--- src/rtl/atm_pkg.sv ---
// Shared key codes, operation codes, FSM states and digit limits for the ATM keypad front end.
package atm_pkg;

  localparam logic [3:0] KEY_ENTER  = 4'hA;
  localparam logic [3:0] KEY_CANCEL = 4'hB;
  localparam logic [3:0] KEY_LANG   = 4'hC;
  localparam logic [3:0] KEY_DIGIT_MAX = 4'd9;

  localparam logic [2:0] OP_BALANCE    = 3'd0;
  localparam logic [2:0] OP_WITHDRAW   = 3'd1;
  localparam logic [2:0] OP_DEPOSIT    = 3'd2;
  localparam logic [2:0] OP_CHANGE_PIN = 3'd3;

  localparam int PIN_DIGITS = 4;
  localparam int AMT_DIGITS = 4;

  typedef enum logic [2:0] {
    ST_IDLE,
    ST_ACC,
    ST_PIN,
    ST_OPSEL,
    ST_AMOUNT,
    ST_NEWPIN,
    ST_ISSUE,
    ST_RESULT
  } state_t;

endpackage

--- src/rtl/atm_bcd_accum.sv ---
// Keypad digit accumulator: packs up to MAX_DIGITS digits either as BCD (shift left)
// or as a binary decimal value (x10 + d); extra digits are dropped.
module atm_bcd_accum
  import atm_pkg::*;
#(
  parameter int MAX_DIGITS = 4,
  parameter bit BINARY     = 1'b0
) (
  input  logic        clk,
  input  logic        rst_n,
  input  logic        clear,
  input  logic        load,
  input  logic [3:0]  digit,
  output logic [15:0] value,
  output logic [2:0]  count
);

  always_ff @(posedge clk or negedge rst_n) begin
    if (!rst_n) begin
      value <= '0;
      count <= '0;
    end else if (clear) begin
      value <= '0;
      count <= '0;
    end else if (load && (count < 3'(MAX_DIGITS))) begin
      // at most 4 decimal digits, so the binary form never exceeds 9999
      value <= BINARY ? (value * 16'd10) + 16'(digit) : {value[11:0], digit};
      count <= count + 3'd1;
    end
  end

endmodule

--- src/rtl/atm_keypad_frontend.sv ---
// Keypad-to-ATM request front end: collects one transaction from key strokes, holds the
// request for a fixed response latency, then captures the core's success flag and balance.
module atm_keypad_frontend
  import atm_pkg::*;
#(
  parameter int unsigned RSP_LATENCY    = 2,
  parameter int unsigned TIMEOUT_CYCLES = 1000000
) (
  input  logic        clk,
  input  logic        rst_n,
  input  logic        key_valid,
  input  logic [3:0]  key_code,
  input  logic        atm_success,
  input  logic [15:0] atm_balance,
  output logic [2:0]  operation,
  output logic [3:0]  acc_num,
  output logic [15:0] pin,
  output logic [15:0] Newpin,
  output logic [15:0] amount,
  output logic        language,
  output logic        req_valid,
  output logic        busy,
  output logic        done,
  output logic        aborted,
  output logic        result_ok,
  output logic [15:0] result_balance
);
  // state     | meaning
  // ST_IDLE   | no session; LANG toggles language, ENTER opens a session
  // ST_ACC    | collecting account digit
  // ST_PIN    | collecting 4 PIN digits
  // ST_OPSEL  | waiting for operation digit 0-3
  // ST_AMOUNT | collecting amount (withdraw/deposit)
  // ST_NEWPIN | collecting 4 new PIN digits
  // ST_ISSUE  | request presented to core, keys ignored
  // ST_RESULT | response captured and held

  localparam int LAT_W = (RSP_LATENCY > 1) ? $clog2(RSP_LATENCY) : 1;
  localparam int TMO_W = $clog2(TIMEOUT_CYCLES);
  localparam logic [LAT_W-1:0] LAT_INIT = LAT_W'(RSP_LATENCY - 1);
  localparam logic [TMO_W-1:0] TMO_INIT = TMO_W'(TIMEOUT_CYCLES - 1);

  state_t state_q, state_d;
  logic [LAT_W-1:0] lat_q;
  logic [TMO_W-1:0] tmo_q;
  logic acc_seen;
  logic [2:0] pin_cnt, npin_cnt, amt_cnt;
  logic clr, acc_ld, pin_ld, npin_ld, amt_ld, op_ld, capture, lang_tgl, abort_set;
  logic is_digit;

  assign is_digit  = key_code <= KEY_DIGIT_MAX;
  assign req_valid = (state_q == ST_ISSUE);
  assign busy      = (state_q != ST_IDLE);

  always_comb begin
    state_d   = state_q;
    clr       = 1'b0;
    acc_ld    = 1'b0;
    pin_ld    = 1'b0;
    npin_ld   = 1'b0;
    amt_ld    = 1'b0;
    op_ld     = 1'b0;
    capture   = 1'b0;
    lang_tgl  = 1'b0;
    abort_set = 1'b0;
    unique case (state_q)
      ST_IDLE: begin
        if (key_valid && key_code == KEY_LANG) lang_tgl = 1'b1;
        else if (key_valid && key_code == KEY_ENTER) state_d = ST_ACC;
      end
      ST_ISSUE: begin
        if (lat_q == '0) begin
          capture = 1'b1;
          state_d = ST_RESULT;
        end
      end
      default: begin
        // a key arriving on the timeout cycle keeps the session alive
        if ((key_valid && key_code == KEY_CANCEL) || (!key_valid && tmo_q == '0)) begin
          abort_set = 1'b1;
          clr       = 1'b1;
          state_d   = ST_IDLE;
        end else if (key_valid) begin
          case (state_q)
            ST_ACC: begin
              if (is_digit) acc_ld = 1'b1;
              else if (key_code == KEY_ENTER && acc_seen) state_d = ST_PIN;
            end
            ST_PIN: begin
              if (is_digit) pin_ld = 1'b1;
              else if (key_code == KEY_ENTER && pin_cnt == 3'(PIN_DIGITS)) state_d = ST_OPSEL;
            end
            ST_OPSEL: begin
              if (key_code <= 4'(OP_CHANGE_PIN)) begin
                op_ld = 1'b1;
                if (key_code[2:0] == OP_BALANCE) state_d = ST_ISSUE;
                else if (key_code[2:0] == OP_CHANGE_PIN) state_d = ST_NEWPIN;
                else state_d = ST_AMOUNT;
              end
            end
            ST_AMOUNT: begin
              if (is_digit) amt_ld = 1'b1;
              else if (key_code == KEY_ENTER && amt_cnt != 3'd0) state_d = ST_ISSUE;
            end
            ST_NEWPIN: begin
              if (is_digit) npin_ld = 1'b1;
              else if (key_code == KEY_ENTER && npin_cnt == 3'(PIN_DIGITS)) state_d = ST_ISSUE;
            end
            ST_RESULT: begin
              if (is_digit || key_code == KEY_ENTER) begin
                clr     = 1'b1;
                state_d = ST_IDLE;
              end
            end
            default: ;
          endcase
        end
      end
    endcase
  end

  always_ff @(posedge clk or negedge rst_n) begin
    if (!rst_n) begin
      state_q        <= ST_IDLE;
      lat_q          <= '0;
      tmo_q          <= '0;
      acc_num        <= '0;
      acc_seen       <= 1'b0;
      operation      <= '0;
      language       <= 1'b0;
      done           <= 1'b0;
      aborted        <= 1'b0;
      result_ok      <= 1'b0;
      result_balance <= '0;
    end else begin
      state_q <= state_d;
      done    <= capture;
      aborted <= abort_set;
      if (lang_tgl) language <= ~language;
      if (clr) begin
        acc_num   <= '0;
        acc_seen  <= 1'b0;
        operation <= '0;
      end else begin
        if (acc_ld) begin
          acc_num  <= key_code;
          acc_seen <= 1'b1;
        end
        if (op_ld) operation <= key_code[2:0];
      end
      if (capture) begin
        result_ok      <= atm_success;
        result_balance <= atm_balance;
      end
      if (state_q != ST_ISSUE) lat_q <= LAT_INIT;
      else if (lat_q != '0) lat_q <= lat_q - 1'b1;
      if (state_q == ST_IDLE || state_q == ST_ISSUE || key_valid) tmo_q <= TMO_INIT;
      else if (tmo_q != '0) tmo_q <= tmo_q - 1'b1;
    end
  end

  atm_bcd_accum #(.MAX_DIGITS(PIN_DIGITS), .BINARY(1'b0)) u_pin (
    .clk(clk), .rst_n(rst_n), .clear(clr), .load(pin_ld), .digit(key_code),
    .value(pin), .count(pin_cnt)
  );

  atm_bcd_accum #(.MAX_DIGITS(PIN_DIGITS), .BINARY(1'b0)) u_newpin (
    .clk(clk), .rst_n(rst_n), .clear(clr), .load(npin_ld), .digit(key_code),
    .value(Newpin), .count(npin_cnt)
  );

  atm_bcd_accum #(.MAX_DIGITS(AMT_DIGITS), .BINARY(1'b1)) u_amount (
    .clk(clk), .rst_n(rst_n), .clear(clr), .load(amt_ld), .digit(key_code),
    .value(amount), .count(amt_cnt)
  );

endmodule

--- config.mk ---
export PLATFORM = sky130hd
export DESIGN_NAME = atm_keypad_frontend
export DESIGN_NICKNAME = d
export VERILOG_FILES = /design/src/rtl/atm_pkg.sv /design/src/rtl/atm_bcd_accum.sv /design/src/rtl/atm_keypad_frontend.sv
export SDC_FILE = /design/constraint.sdc
export NUM_CORES = 1
export LEC_CHECK = 0
export ABC_CLOCK_PERIOD_IN_PS = 5030
export CAP_MARGIN = 10
export CORE_MARGIN = 4
export CORE_UTILIZATION = 35
export CTS_BUF_LIST = sky130_fd_sc_hd__clkbuf_2
export CTS_CLUSTER_DIAMETER = 40
export DETAILED_ROUTE_END_ITERATION = 16
export GPL_ROUTABILITY_DRIVEN = 0
export GPL_TIMING_DRIVEN = 0
export PLACE_DENSITY = 0.68
export SYNTH_ARGS = -nofsm -noshare
export SYNTH_HDL_FRONTEND = slang
export SYNTH_HIERARCHICAL = 1
export SYNTH_SLANG_ARGS = --single-unit
export TNS_END_PERCENT = 5
--- constraint.sdc ---
create_clock -name clk -period 5.03 [get_ports clk]
set_clock_uncertainty 0.15 [all_clocks]
set_input_delay 1.006 -clock clk [delete_from_list [all_inputs] [get_ports clk]]
set_output_delay 1.006 -clock clk [all_outputs]
set_load 0.01 [all_outputs]
==> out/summary.txt <==
Starting density of the core: 36.07%
Arrival @ worst endpoint: 4410 ps
Post-layout nets: 729
Overall die area: 0.01944 mm2
Total number of vias: 4657
Setup Fix Bufs, Post-CTS: 0
Vias in the first global route: 4785
Multi-input logic area: 0.003139 mm2
First-pass GRT wire length: 24360 um
Port Buffers: 99
Core region area: 0.01676 mm2
Hold Path Class: in2async
Minimum clock period: 3986 ps
Drt drc: 0
Syn avg cell area: 10.77 um2
Max cap viols: 0
Per-cell routed wire length: 16.26 um
Largest family of logic cells by synthesized area: simple AND/OR/NAND/NOR gates
Synthesized cell area: 0.006045 mm2
Crit Path Class: in2reg
Antenna violations before repair: 1
RSZ-0062 raised after global routing: no
Die Ht: 139.4 um
Die W: 139.4 um
Worst path required time: 5450 ps
Mux cell area share after synthesis: 8.756%
Final Max Tran Viols: 0
DP Cell Count: 882
Post-synthesis simple-gate area fraction: 19.27%
# H-tree levels: 3
Setup violation total in the final timing report: 0
Worst-Margin Slew: 856.0 ps
Drt pass-1 iters: 5
Cts hold-fix bufs: 0
Most frequent cells in the layout: 109 x dfrtp_1, 98 x clkdlybuf4s50_1, 43 x nor2_1, 39 x nand2_1, 39 x nand2b_1
Hold WS: 228.1 ps
Hold Fails Final Rpt: 0
Detail Route Antenna Nets: 0
XOR/XNOR Fraction of Synth Area: 4.927%
Max clock buf depth: 2
Sequential area share after synthesis: 45.13%
HPWL after DPL: 10830 um
CTS tree: yes
Cell Rows: 47
Fraction of layout cells with a size suffix above 1: 9.749%
Storage cell area: 0.002728 mm2
CP Max Fanout: 18
Syn_nets: 617
Design area: 0.007426 mm2
Post-synth EDFFs: 0
Detail-routed via count per cell: 5.186
Synth cell types: 69
Clock-pin slew on the worst setup and hold paths: 270 ps
Highest-delay cell along the critical path: clkdlybuf4s50_1
Largest net degree at the start of global routing: 56
Cells along the critical path: clkdlybuf4s50_1, clkbuf_1, and3b_1, a31oi_2, o32ai_2, buf_6, nor2_1, clkbuf_1, a22o_1
Adder-cell area share of the yosys netlist: 6.872%
Synth Instances: 561
Final wirelength: 14600 um
Synth Area in Compound Gates: 12.11%
Fmax: 250.9 MHz
Max VDD drop: 0.2793 mV
Pleak: 3.170 nW
CP dominant cell by count: clkbuf_1
Yosys reg bits: 109
Clock root cell: clkbuf_2
Worst-Skew Late Latency: 630 ps
Worst path max stage delay: 660 ps
Worst setup EP type: flip-flop
Ys async rst share: 100.0%
Max_slew headroom: 42.16%
All-Layer GR Usage: 15.11%
CP top delay family: buffers and inverters
Placed inst area: 0.007347 mm2
Num CTS Buffers: 9
Cts repair resizes: 0
Synth warn: 6
Iter 0 DRT Violations: 256
Overflow after GRT: 0
Primary FF master, synth: dfrtp_1
Post-layout util: 44.31%
I/O pin total: 101
Startpoint Class: primary input
Clock sink count: 109
Commonest non-fill, non-tap cell in the layout: dfrtp_1
Non-filler cells, final: 898
Worst Path Buf+Inv: 4
Period utilisation layout: 79.25%
Area Growth Syn to Fin: 22.85%
Pwr Density: 478.1 mW/mm2
Status: completed
Filler Cells Inserted: 1602
cell type report:
cell class / instances / share of cell area (%)
Antenna cell: 1 / 0.03370
Sequential cell: 109 / 36.73
Clock inverter: 6 / 0.4212
Inverter: 10 / 0.5055
Clock buffer: 9 / 0.6066
Buffer: 22 / 1.887
Multi-Input combinational cell: 420 / 42.27
Tap cell: 220 / 3.707
Timing Repair Buffer: 101 / 13.83
layer usage:
| metal | wire (um) | global-route usage [%] | up-vias |
|---|---|---|---|
| met5 | 0 | 0 | - |
| met4 | 132 | 3.090 | 0 |
| met3 | 679 | 3.808 | 11 |
| met2 | 7302 | 26.23 | 111 |
| met1 | 6490 | 19.17 | 2283 |
| li1 | - | - | 2252 |
synth_stat cells (15+ instances only):
| library cell | instances | area share [%] |
|---|---|---|
| clkbuf_1 | 15 | 0.93 |
| ha_1 | 30 | 6.2 |
| a21oi_1 | 15 | 1.2 |
| o21ai_0 | 17 | 1.4 |
| nor2_1 | 43 | 2.7 |
| nand2b_1 | 39 | 4.0 |
| xnor2_1 | 23 | 3.3 |
| dfrtp_1 | 109 | 45 |
| mux2_2 | 19 | 3.5 |
| nand2_1 | 39 | 2.4 |
| mux2i_1 | 30 | 5.0 |
| a22o_1 | 16 | 2.3 |
per-stage QoR:
step	setup WS [ps]	TNS [ps]	total power, mW
5_1_grt	910.3	0	3.829
3_3_place_gp	-1258	-136210	3.175
3_5_place_dp	443.1	0	3.238
2_1_floorplan	1552	0	2.463
6_report	1044	0	3.551
4_1_cts	1146	0	3.595
logic make-up (layout without fill, tap and decap cells):
group	count (synthesis)	count (layout)
other cells	0	1
fa+ha+maj	32	32
compound gates	101	101
mux	50	50
flops	109	109
buf+inv	32	148
xor+xnor	34	34
simple gates	203	203
worst register-to-register path: cells and delay by family (launching register included):
kind / cells / cell delay [ps]
and+or+nand+nor: 4 / 1340
buffers and inverters: 4 / 880
adders and majority gates: 1 / 190
AOI/OAI and AO/OA: 3 / 760
DFF: 1 / 470
path summary, 6_finish.rpt:
path | start | end | cells after the start | slack [ps]
max in group asynchronous | rst_n | u_pin/count[2] | 2 | 3760
min in group clk | language | language | 1 | 340
setup / recovery | key_code[2] | u_amount/count[1] | 9 | 1040
setup reg to reg | tmo_q[0] | u_amount/count[1] | 12 | 1160
hold / removal | rst_n | u_newpin/value[10] | 1 | 230
hold reg to reg | language | language | 1 | 340
power breakdown:
group,total [mW],switching (mW),internal [mW]
logic,1.88,0.914,0.966
registers,1.33,0.203,1.13
clock network,0.335,0.279,0.0561
state kept, by name, indices dropped and copies added (netlist names):
register and count:
aborted 1, u_pin/count 3, u_pin/value 16, u_newpin/count 3
acc_num 4, tmo_q 20, operation 3, result_ok 1
lat_q 1, u_amount/count 3, state_q 3, acc_seen 1
result_balance 16, u_amount/value 16, language 1, u_newpin/value 16
done 1
No activity file was read; power rests on OpenSTA's default activity.
